--- src/rtl/multiply_acc_pkg.sv ---
// Shared constants and saturation limit helpers for the multiply-accumulate pipeline.
package multiply_acc_pkg;

  localparam int unsigned DEF_A_WIDTH     = 16;
  localparam int unsigned DEF_B_WIDTH     = 16;
  localparam int unsigned DEF_ACC_GUARD   = 8;
  localparam int unsigned DEF_PIPE_STAGES = 3;

  // Limits are built at this width and truncated by the caller to ACC_WIDTH.
  localparam int unsigned LIMIT_WIDTH = 256;

  typedef logic [LIMIT_WIDTH-1:0] limit_t;

  // Largest value representable in w bits (two's complement when is_signed).
  function automatic limit_t sat_max(input int unsigned w, input bit is_signed);
    limit_t r;
    r = '0;
    for (int unsigned i = 0; i < LIMIT_WIDTH; i++) begin
      if (is_signed ? (i + 1 < w) : (i < w)) r[i] = 1'b1;
    end
    return r;
  endfunction

  // Smallest value representable in w bits; sign-extended across LIMIT_WIDTH.
  function automatic limit_t sat_min(input int unsigned w, input bit is_signed);
    limit_t r;
    r = '0;
    if (is_signed) begin
      for (int unsigned i = 0; i < LIMIT_WIDTH; i++) begin
        if (i + 1 >= w) r[i] = 1'b1;
      end
    end
    return r;
  endfunction

endpackage

--- src/rtl/multiply_acc_stage.sv ---
// One stall-aware register slice carrying a product, its clear flag and a valid bit.
module multiply_acc_stage #(
  parameter int unsigned WIDTH = 32
) (
  input  logic             clk,
  input  logic             reset,
  input  logic             advance,
  input  logic             in_valid,
  input  logic             in_clear,
  input  logic [WIDTH-1:0] in_prod,
  output logic             out_valid,
  output logic             out_clear,
  output logic [WIDTH-1:0] out_prod
);

  // Capture the upstream slot on advance; hold everything during a stall.
  always_ff @(posedge clk or posedge reset) begin
    if (reset) begin
      out_valid <= 1'b0;
      out_clear <= 1'b0;
      out_prod  <= '0;
    end else if (advance) begin
      out_valid <= in_valid;
      out_clear <= in_clear;
      out_prod  <= in_prod;
    end
  end

endmodule

--- src/rtl/multiply_acc_pipe.sv ---
// Pipelined multiply-accumulate with valid/ready handshake and global stall.
// Define MULTIPLY_ACC_SAT_EN to saturate the accumulator and drive a sticky overflow flag;
// otherwise accumulation wraps and overflow is tied low.
module multiply_acc_pipe
  import multiply_acc_pkg::*;
#(
  parameter int unsigned A_WIDTH     = DEF_A_WIDTH,
  parameter int unsigned B_WIDTH     = DEF_B_WIDTH,
  parameter int unsigned ACC_WIDTH   = A_WIDTH + B_WIDTH + DEF_ACC_GUARD,
  parameter int unsigned PIPE_STAGES = DEF_PIPE_STAGES,
  parameter int unsigned SIGNED      = 0
) (
  input  logic                 clk,
  input  logic                 reset,
  input  logic                 in_valid,
  output logic                 in_ready,
  input  logic [A_WIDTH-1:0]   a,
  input  logic [B_WIDTH-1:0]   b,
  input  logic                 acc_clear,
  output logic                 out_valid,
  input  logic                 out_ready,
  output logic [ACC_WIDTH-1:0] out,
  output logic                 overflow
);

  localparam int unsigned PROD_WIDTH = A_WIDTH + B_WIDTH;

  logic                  advance;
  logic [PROD_WIDTH-1:0] prod;
  logic [PROD_WIDTH-1:0] st_prod [PIPE_STAGES];
  logic [PIPE_STAGES-1:0] st_valid;
  logic [PIPE_STAGES-1:0] st_clear;
  logic                  feed_valid;
  logic                  feed_clear;
  logic [PROD_WIDTH-1:0] feed_prod;
  logic [ACC_WIDTH-1:0]  prod_ext;
  logic [ACC_WIDTH-1:0]  acc_sum;
  logic [ACC_WIDTH-1:0]  acc_next;
  logic [ACC_WIDTH-1:0]  acc;

  // A single advance moves every stage at once, so a held output freezes the whole pipe.
  assign advance  = !out_valid || out_ready;
  assign in_ready = advance;

  // Full-width product; operands are pre-extended so the truncated result is exact.
  always_comb begin
    if (SIGNED != 0) begin
      prod = {{B_WIDTH{a[A_WIDTH-1]}}, a} * {{A_WIDTH{b[B_WIDTH-1]}}, b};
    end else begin
      prod = {{B_WIDTH{1'b0}}, a} * {{A_WIDTH{1'b0}}, b};
    end
  end

  assign st_prod[0]  = prod;
  assign st_valid[0] = in_valid;
  assign st_clear[0] = acc_clear;

  for (genvar g = 0; g < int'(PIPE_STAGES) - 1; g++) begin : g_stage
    multiply_acc_stage #(
      .WIDTH(PROD_WIDTH)
    ) u_stage (
      .clk      (clk),
      .reset    (reset),
      .advance  (advance),
      .in_valid (st_valid[g]),
      .in_clear (st_clear[g]),
      .in_prod  (st_prod[g]),
      .out_valid(st_valid[g+1]),
      .out_clear(st_clear[g+1]),
      .out_prod (st_prod[g+1])
    );
  end

  assign feed_valid = st_valid[PIPE_STAGES-1];
  assign feed_clear = st_clear[PIPE_STAGES-1];
  assign feed_prod  = st_prod[PIPE_STAGES-1];

  // Extend the product to accumulator width in the selected signedness.
  always_comb begin
    if (SIGNED != 0) begin
      prod_ext = ACC_WIDTH'($signed(feed_prod));
    end else begin
      prod_ext = ACC_WIDTH'(feed_prod);
    end
  end

`ifdef MULTIPLY_ACC_SAT_EN
  localparam logic [ACC_WIDTH-1:0] ACC_MAX = ACC_WIDTH'(sat_max(ACC_WIDTH, SIGNED != 0));
  localparam logic [ACC_WIDTH-1:0] ACC_MIN = ACC_WIDTH'(sat_min(ACC_WIDTH, SIGNED != 0));

  logic [ACC_WIDTH:0] sum_wide;
  logic               sat_hit;
  logic               ovf;

  // Add with one guard bit and clamp when the true sum leaves the accumulator range.
  always_comb begin
    sum_wide = '0;
    sat_hit  = 1'b0;
    acc_sum  = acc + prod_ext;
    if (SIGNED != 0) begin
      sum_wide = {acc[ACC_WIDTH-1], acc} + {prod_ext[ACC_WIDTH-1], prod_ext};
      if (sum_wide[ACC_WIDTH] != sum_wide[ACC_WIDTH-1]) begin
        sat_hit = 1'b1;
        acc_sum = sum_wide[ACC_WIDTH] ? ACC_MIN : ACC_MAX;
      end
    end else begin
      sum_wide = {1'b0, acc} + {1'b0, prod_ext};
      if (sum_wide[ACC_WIDTH]) begin
        sat_hit = 1'b1;
        acc_sum = ACC_MAX;
      end
    end
  end

  // Sticky overflow; a clearing beat wins over a saturating sum.
  always_ff @(posedge clk or posedge reset) begin
    if (reset) begin
      ovf <= 1'b0;
    end else if (advance && feed_valid) begin
      if (feed_clear) begin
        ovf <= 1'b0;
      end else if (sat_hit) begin
        ovf <= 1'b1;
      end
    end
  end

  assign overflow = ovf;
`else
  // Wrapping accumulation modulo 2^ACC_WIDTH.
  always_comb begin
    acc_sum = acc + prod_ext;
  end

  assign overflow = 1'b0;
`endif

  // Next accumulator value for a valid beat entering the final stage.
  always_comb begin
    acc_next = feed_clear ? prod_ext : acc_sum;
  end

  // Accumulator stage: bubbles hold acc and drop out_valid.
  always_ff @(posedge clk or posedge reset) begin
    if (reset) begin
      acc       <= '0;
      out_valid <= 1'b0;
    end else if (advance) begin
      out_valid <= feed_valid;
      if (feed_valid) acc <= acc_next;
    end
  end

  assign out = acc;

endmodule

--- config.mk ---
export PLATFORM = sky130hd
export DESIGN_NAME = multiply_acc_pipe
export DESIGN_NICKNAME = d
export VERILOG_FILES = /design/src/rtl/multiply_acc_pkg.sv /design/src/rtl/multiply_acc_stage.sv /design/src/rtl/multiply_acc_pipe.sv
export SDC_FILE = /design/constraint.sdc
export NUM_CORES = 1
export LEC_CHECK = 0
export BUFFER_PORTS_ARGS = -buffer_cell sky130_fd_sc_hd__buf_2
export CAP_MARGIN = 40
export CORE_MARGIN = 3
export CORE_UTILIZATION = 69
export CTS_BUF_LIST = sky130_fd_sc_hd__clkbuf_16
export DETAILED_ROUTE_END_ITERATION = 8
export PLACE_DENSITY = 0.89
export SLEW_MARGIN = 20
export SYNTH_ARGS = -nofsm -noshare
export SYNTH_HDL_FRONTEND = slang
export SYNTH_SLANG_ARGS = --single-unit
--- constraint.sdc ---
create_clock -name clk -period 10.1 [get_ports clk]
set_input_delay 2.02 -clock clk [delete_from_list [all_inputs] [get_ports clk]]
set_output_delay 2.02 -clock clk [all_outputs]
set_load 0.1 [all_outputs]
---- After elaboration in Yosys (flattened, before gate mapping) ----
Cells that the tools add are included.
word-level totals
  input port bits ......................... 37
  logic and storage cells ................. 14
  output and inout port bits .............. 43
  flip-flop bits (word level) ............. 109
cells by class
  $add $sub $neg .......................... 1
  muxes and demuxes ....................... 1
  reduce and logical (&&, ||, !) cells .... 3
  multipliers ............................. 1
operators with widths
  operator            number
  $add A40 B32 Y40    1
  $mux W40            1
  $mul A16 B16 Y32    1
  $reduce_and A2 Y1   1
  $logic_not A1 Y1    1
  $logic_or A1 B1 Y1  1

---- Longest topological paths before layout ----
  word-level depth ........................ 3
  depth in mapped cells ................... 23
  depth with buffers taken out ............ 22

---- Modules after synthesis ----
Synthesis repeated with hierarchy kept, for this count alone.
second synthesis, totals
  cells, all modules ...................... 1,569
  area, all modules ....................... 14,954.3 sq um
by module, submodules not included
  module              times used  area each (sq um)  cells an instance
  multiply_acc_pipe   1           12,111.6           1,423
  multiply_acc_stage  2           1,421.4            73

---- Worst setup path after synthesis ----
OpenSTA, ideal clock, no wires.
  path type ............................... input port to flip-flop
  start point ............................. input b[1]
  end point ............................... register g_stage[0].u_stage.out_prod[29]
  arrival ................................. 7,361 ps
  path slack .............................. 2,602 ps
  cell stages on the path ................. 21
  data required time ...................... 9,964 ps
  path buffers ............................ 1
  path through ............................ clkbuf_1 -> nand2_1 -> fa_1 -> fa_1 -> inv_1 -> fa_1 -> fa_1 -> fa_1 -> inv_1 -> fa_1 -> inv_1 -> ha_1 -> a21oi_1 -> nor2b_1 -> nor2b_1 -> a31oi_1 -> a211oi_1 -> nor3_1 -> a2111oi_0 -> xor2_1 -> o21ai_0
on the way
  cells in the longest elaborated chain, start to end .. 1
RTL lines
  element               RTL line                  source
  start, declared       multiply_acc_pipe.sv:18   input logic [B_WIDTH-1:0] b,
  $mul A16 B16 Y32      multiply_acc_pipe.sv:50   prod = {{B_WIDTH{1'b0}}, a} * {{A_WIDTH{1'b0}}, b};
  end signal, assigned  multiply_acc_stage.sv:25  out_prod <= in_prod;
  end, declared         multiply_acc_stage.sv:13  output logic [WIDTH-1:0] out_prod
No other way between the ends.
A chain may end at the register's enable or synchronous reset.

---- Worst setup path after layout ----
  start point ............................. input b[10]
  end point ............................... register g_stage[0].u_stage.out_prod[29]
The elaborated chain is that of the path after synthesis.

==> results.md <==
* Outcome: finished, final reports clean
* Req. time, crit path at 10.31 ns
* Fin Setup TNS at 0 ns
* Grt ovf at 0
* Detailed-route DRC error count at 0
* # port buffers at 78
* Hold buffer count at CTS at 0
* CP arrival at 8.00 ns
* RSZ-0062 raised after global routing: no
* GRT Overall Usage at 30.5%
* Register area share after synthesis at a little under a fifth
* Reg2reg start: g_stage[1].u_stage.out_prod[0]$_DFFE_PP0N_
* Routed wire length at 33200 um
* Number of synthesized flops with an enable pin at 0
* Clk_skew at 0.0134 ns
* GR peak layer: met2
* Met3 Usage GRT at 4.28%
* Post-cts resize count at 0
* ANT cells at 0
* Vias in the first global route at 12100
* Fmax at 0.128 GHz
* Final Hold Vio Count at 0
* Pre-antenna DRT Iters at 5
* Post-DP HPWL at between 20000 and 30000 um
* Largest net degree at the start of global routing at 80
* Chip width at 151 um
* Share of the synthesized area in the top cell type at 26.8%
* R2R Setup Slk at about 6.7 ns
* Fin. max-slew vios at 0
* Via count at 11800
* Final setup viols at 0
* Synth Cell Area at between 0.01 and 0.015 mm2
* Final Cycle Share at between 70 and 80%
* Synth area leader: fa_1
* Area grow syn2layout at 5.99%
* Crit path capture: g_stage[0].u_stage.out_prod[29]$_DFFE_PP0N_
* Met1 Resource Use GR at 38.3%
* Die area at roughly 0.023 mm2
* Syn nets at 2048
* Cts bufs inserted at 9
* CP Capture Type: flip-flop
* Share of cells above drive strength 1 at 6.95%
* Most common cell in the synthesized netlist: nand2_1
* R2R cell count at 12
* Gpl congestion at between 0.8 and 0.9
* Count of different cell masters after synthesis at 61
* H-tree Lvls at 3
* Max_cap viols at 0
* Wire length per cell at ~17 um
* Core area at 0.0205 mm2
* Max_slew headroom at 49.4%
* Initial antenna violation count at 0
* I/O pins at 80
* CP max FO at 16
* Synthesized instance count at between 1500 and 2000
* Ys async rst share at 100%
* First-pass GRT wire length at 56200 um
* CP Class: in -> reg
* Commonest cells post-synth: nand2_1 (315), inv_1 (245), fa_1 (195), ha_1 (136), and2_1 (133)
* Post-CTS setup buffers at 0
* Initial Util at 71.1%
* Drt first-iter violations at 772
* Reg2Reg Capture Point: out[36]$_DFFE_PP0P_
* Vias/cell at 5.94
* Post-synth top flop: dfrtp_1
* Startpoint types: input port
* # rows at between 50 and 60
* Die height at 151 um
* CTS tree: yes
* Latest clock arrival within the worst-skew pair at 0.36 ns
* Grt met2 use at 53.3%
* Seq cells post-synth at 109
* Number of routed nets with antenna violations at 0
* Worst-Margin Slew at 0.759 ns
* Root Buffer: clkbuf_16
* Clk buf depth at 2
* Ys Warns at 0
* Final #Nets at between 2000 and 2500
* Avg Cell Area, Syn at 8.67 um2
* Hold crit path type: reg -> reg
* Sink Count at 109
* Clock-pin slew on the worst setup and hold paths at 0.08 ns
* Min cycle time layout at 7.79 ns
* CP Launch Point: b[10]
* Area contributors post-synth: fa_1 (27%), dfrtp_1 (19%), ha_1 (12%)
==> kinds of logic (layout without fill, tap and decap cells) <==
group	Yosys count	after routing	synth area share, %
buf+inv	314	347	8.11
compound gates	273	273	12.2
xor+xnor	48	48	2.89
other cells	1	1	0.0257
simple gates	594	594	18.9
fa+ha+maj	331	331	38.5
mux	10	10	0.687
flops	109	109	18.7
==> per-stage QoR <==
| step | cell area (um2) | worst slack, ns | hold WS (ns) | utilization (%) | std cells |
|---|---|---|---|---|---|
| after floorplan | 14600 | 2.60 | 0.439 | - | 1680 |
| after global placement | 15100 | 2.26 | 0.450 | 73.6 | 1965 |
| after detailed placement | 15100 | 2.04 | 0.456 | 73.9 | 1967 |
| after CTS | 15400 | 2.39 | 0.473 | 75.4 | 1983 |
| after global routing | 15400 | 1.94 | 0.497 | 75.4 | 1983 |
| final | 15400 | 2.31 | 0.470 | 75.4 | 1983 |
==> placed cells by master (no fill, tap or decap), types with 12 or more instances in the layout <==
cell type and count:
nor3_1 15, dfrtp_1 108, xnor2_1 23, o21ai_0 65, nor2_1 56, and3_1 18, o21a_1 14, ha_1 136
nand2_1 314, a21o_1 25, a21oi_1 87, xor2_1 25, and2_1 133, fa_1 195, o21bai_1 12, buf_2 78
nand3_1 24, inv_1 244
==> area by class of cell <==
class / instances / area (um2)
repair buffers: 85 / 475
well taps: 270 / 338
flip-flops and latches: 109 / 2730
clock buffers: 9 / 225
fillers: 1400 / 5050
inverters: 246 / 926
multi-input cells: 1257 / 10700
clock inverters: 7 / 80.1
==> registers in the layout, summed over array words and instances, names as in the netlist <==
signal / flops
out_valid: 1
g_stage.u_stage.out_prod: 64
g_stage.u_stage.out_clear: 2
g_stage.u_stage.out_valid: 2
out: 40
==> worst max-delay path: stages <==
cell and delay [ns]:
buf_2 0.23, and2_1 0.22, fa_1 0.53, inv_1 0.06, fa_1 0.55, inv_1 0.05, fa_1 0.46, fa_1 0.42
fa_1 0.51, inv_1 0.05, fa_1 0.47, inv_1 0.04, ha_1 0.32, a21oi_1 0.16, nor2b_1 0.19, nor2b_1 0.15
a31oi_1 0.18, a211oi_1 0.46, nor3_1 0.12, a2111oi_0 0.53, xor2_1 0.19, o21ai_0 0.08
==> routing by layer <==
layer  wire length, um  share of wire, %
met5                 0                 0
met2             16900                51
met3              1980               6.0
met4              1330               4.0
met1             13000                39
==> how the worst min path moves through the flow <==
stage	from	end	cells past startpoint
4_1_cts	g_stage[0].u_stage.out_valid$_DFFE_PP0N_	g_stage[0].u_stage.out_valid$_DFFE_PP0N_	2
2_1_floorplan	g_stage[0].u_stage.out_clear$_DFFE_PP0N_	g_stage[0].u_stage.out_clear$_DFFE_PP0N_	2
5_1_grt	g_stage[0].u_stage.out_prod[4]$_DFFE_PP0N_	g_stage[0].u_stage.out_prod[4]$_DFFE_PP0N_	2
3_5_place_dp	g_stage[0].u_stage.out_valid$_DFFE_PP0N_	g_stage[0].u_stage.out_valid$_DFFE_PP0N_	2
6_report	g_stage[0].u_stage.out_valid$_DFFE_PP0N_	g_stage[0].u_stage.out_valid$_DFFE_PP0N_	2
3_3_place_gp	g_stage[0].u_stage.out_valid$_DFFE_PP0N_	g_stage[0].u_stage.out_valid$_DFFE_PP0N_	2
Power is left out: the tool's default activity adds up to more than one toggle a clock period on the data nets, which glitch-free logic cannot reach.
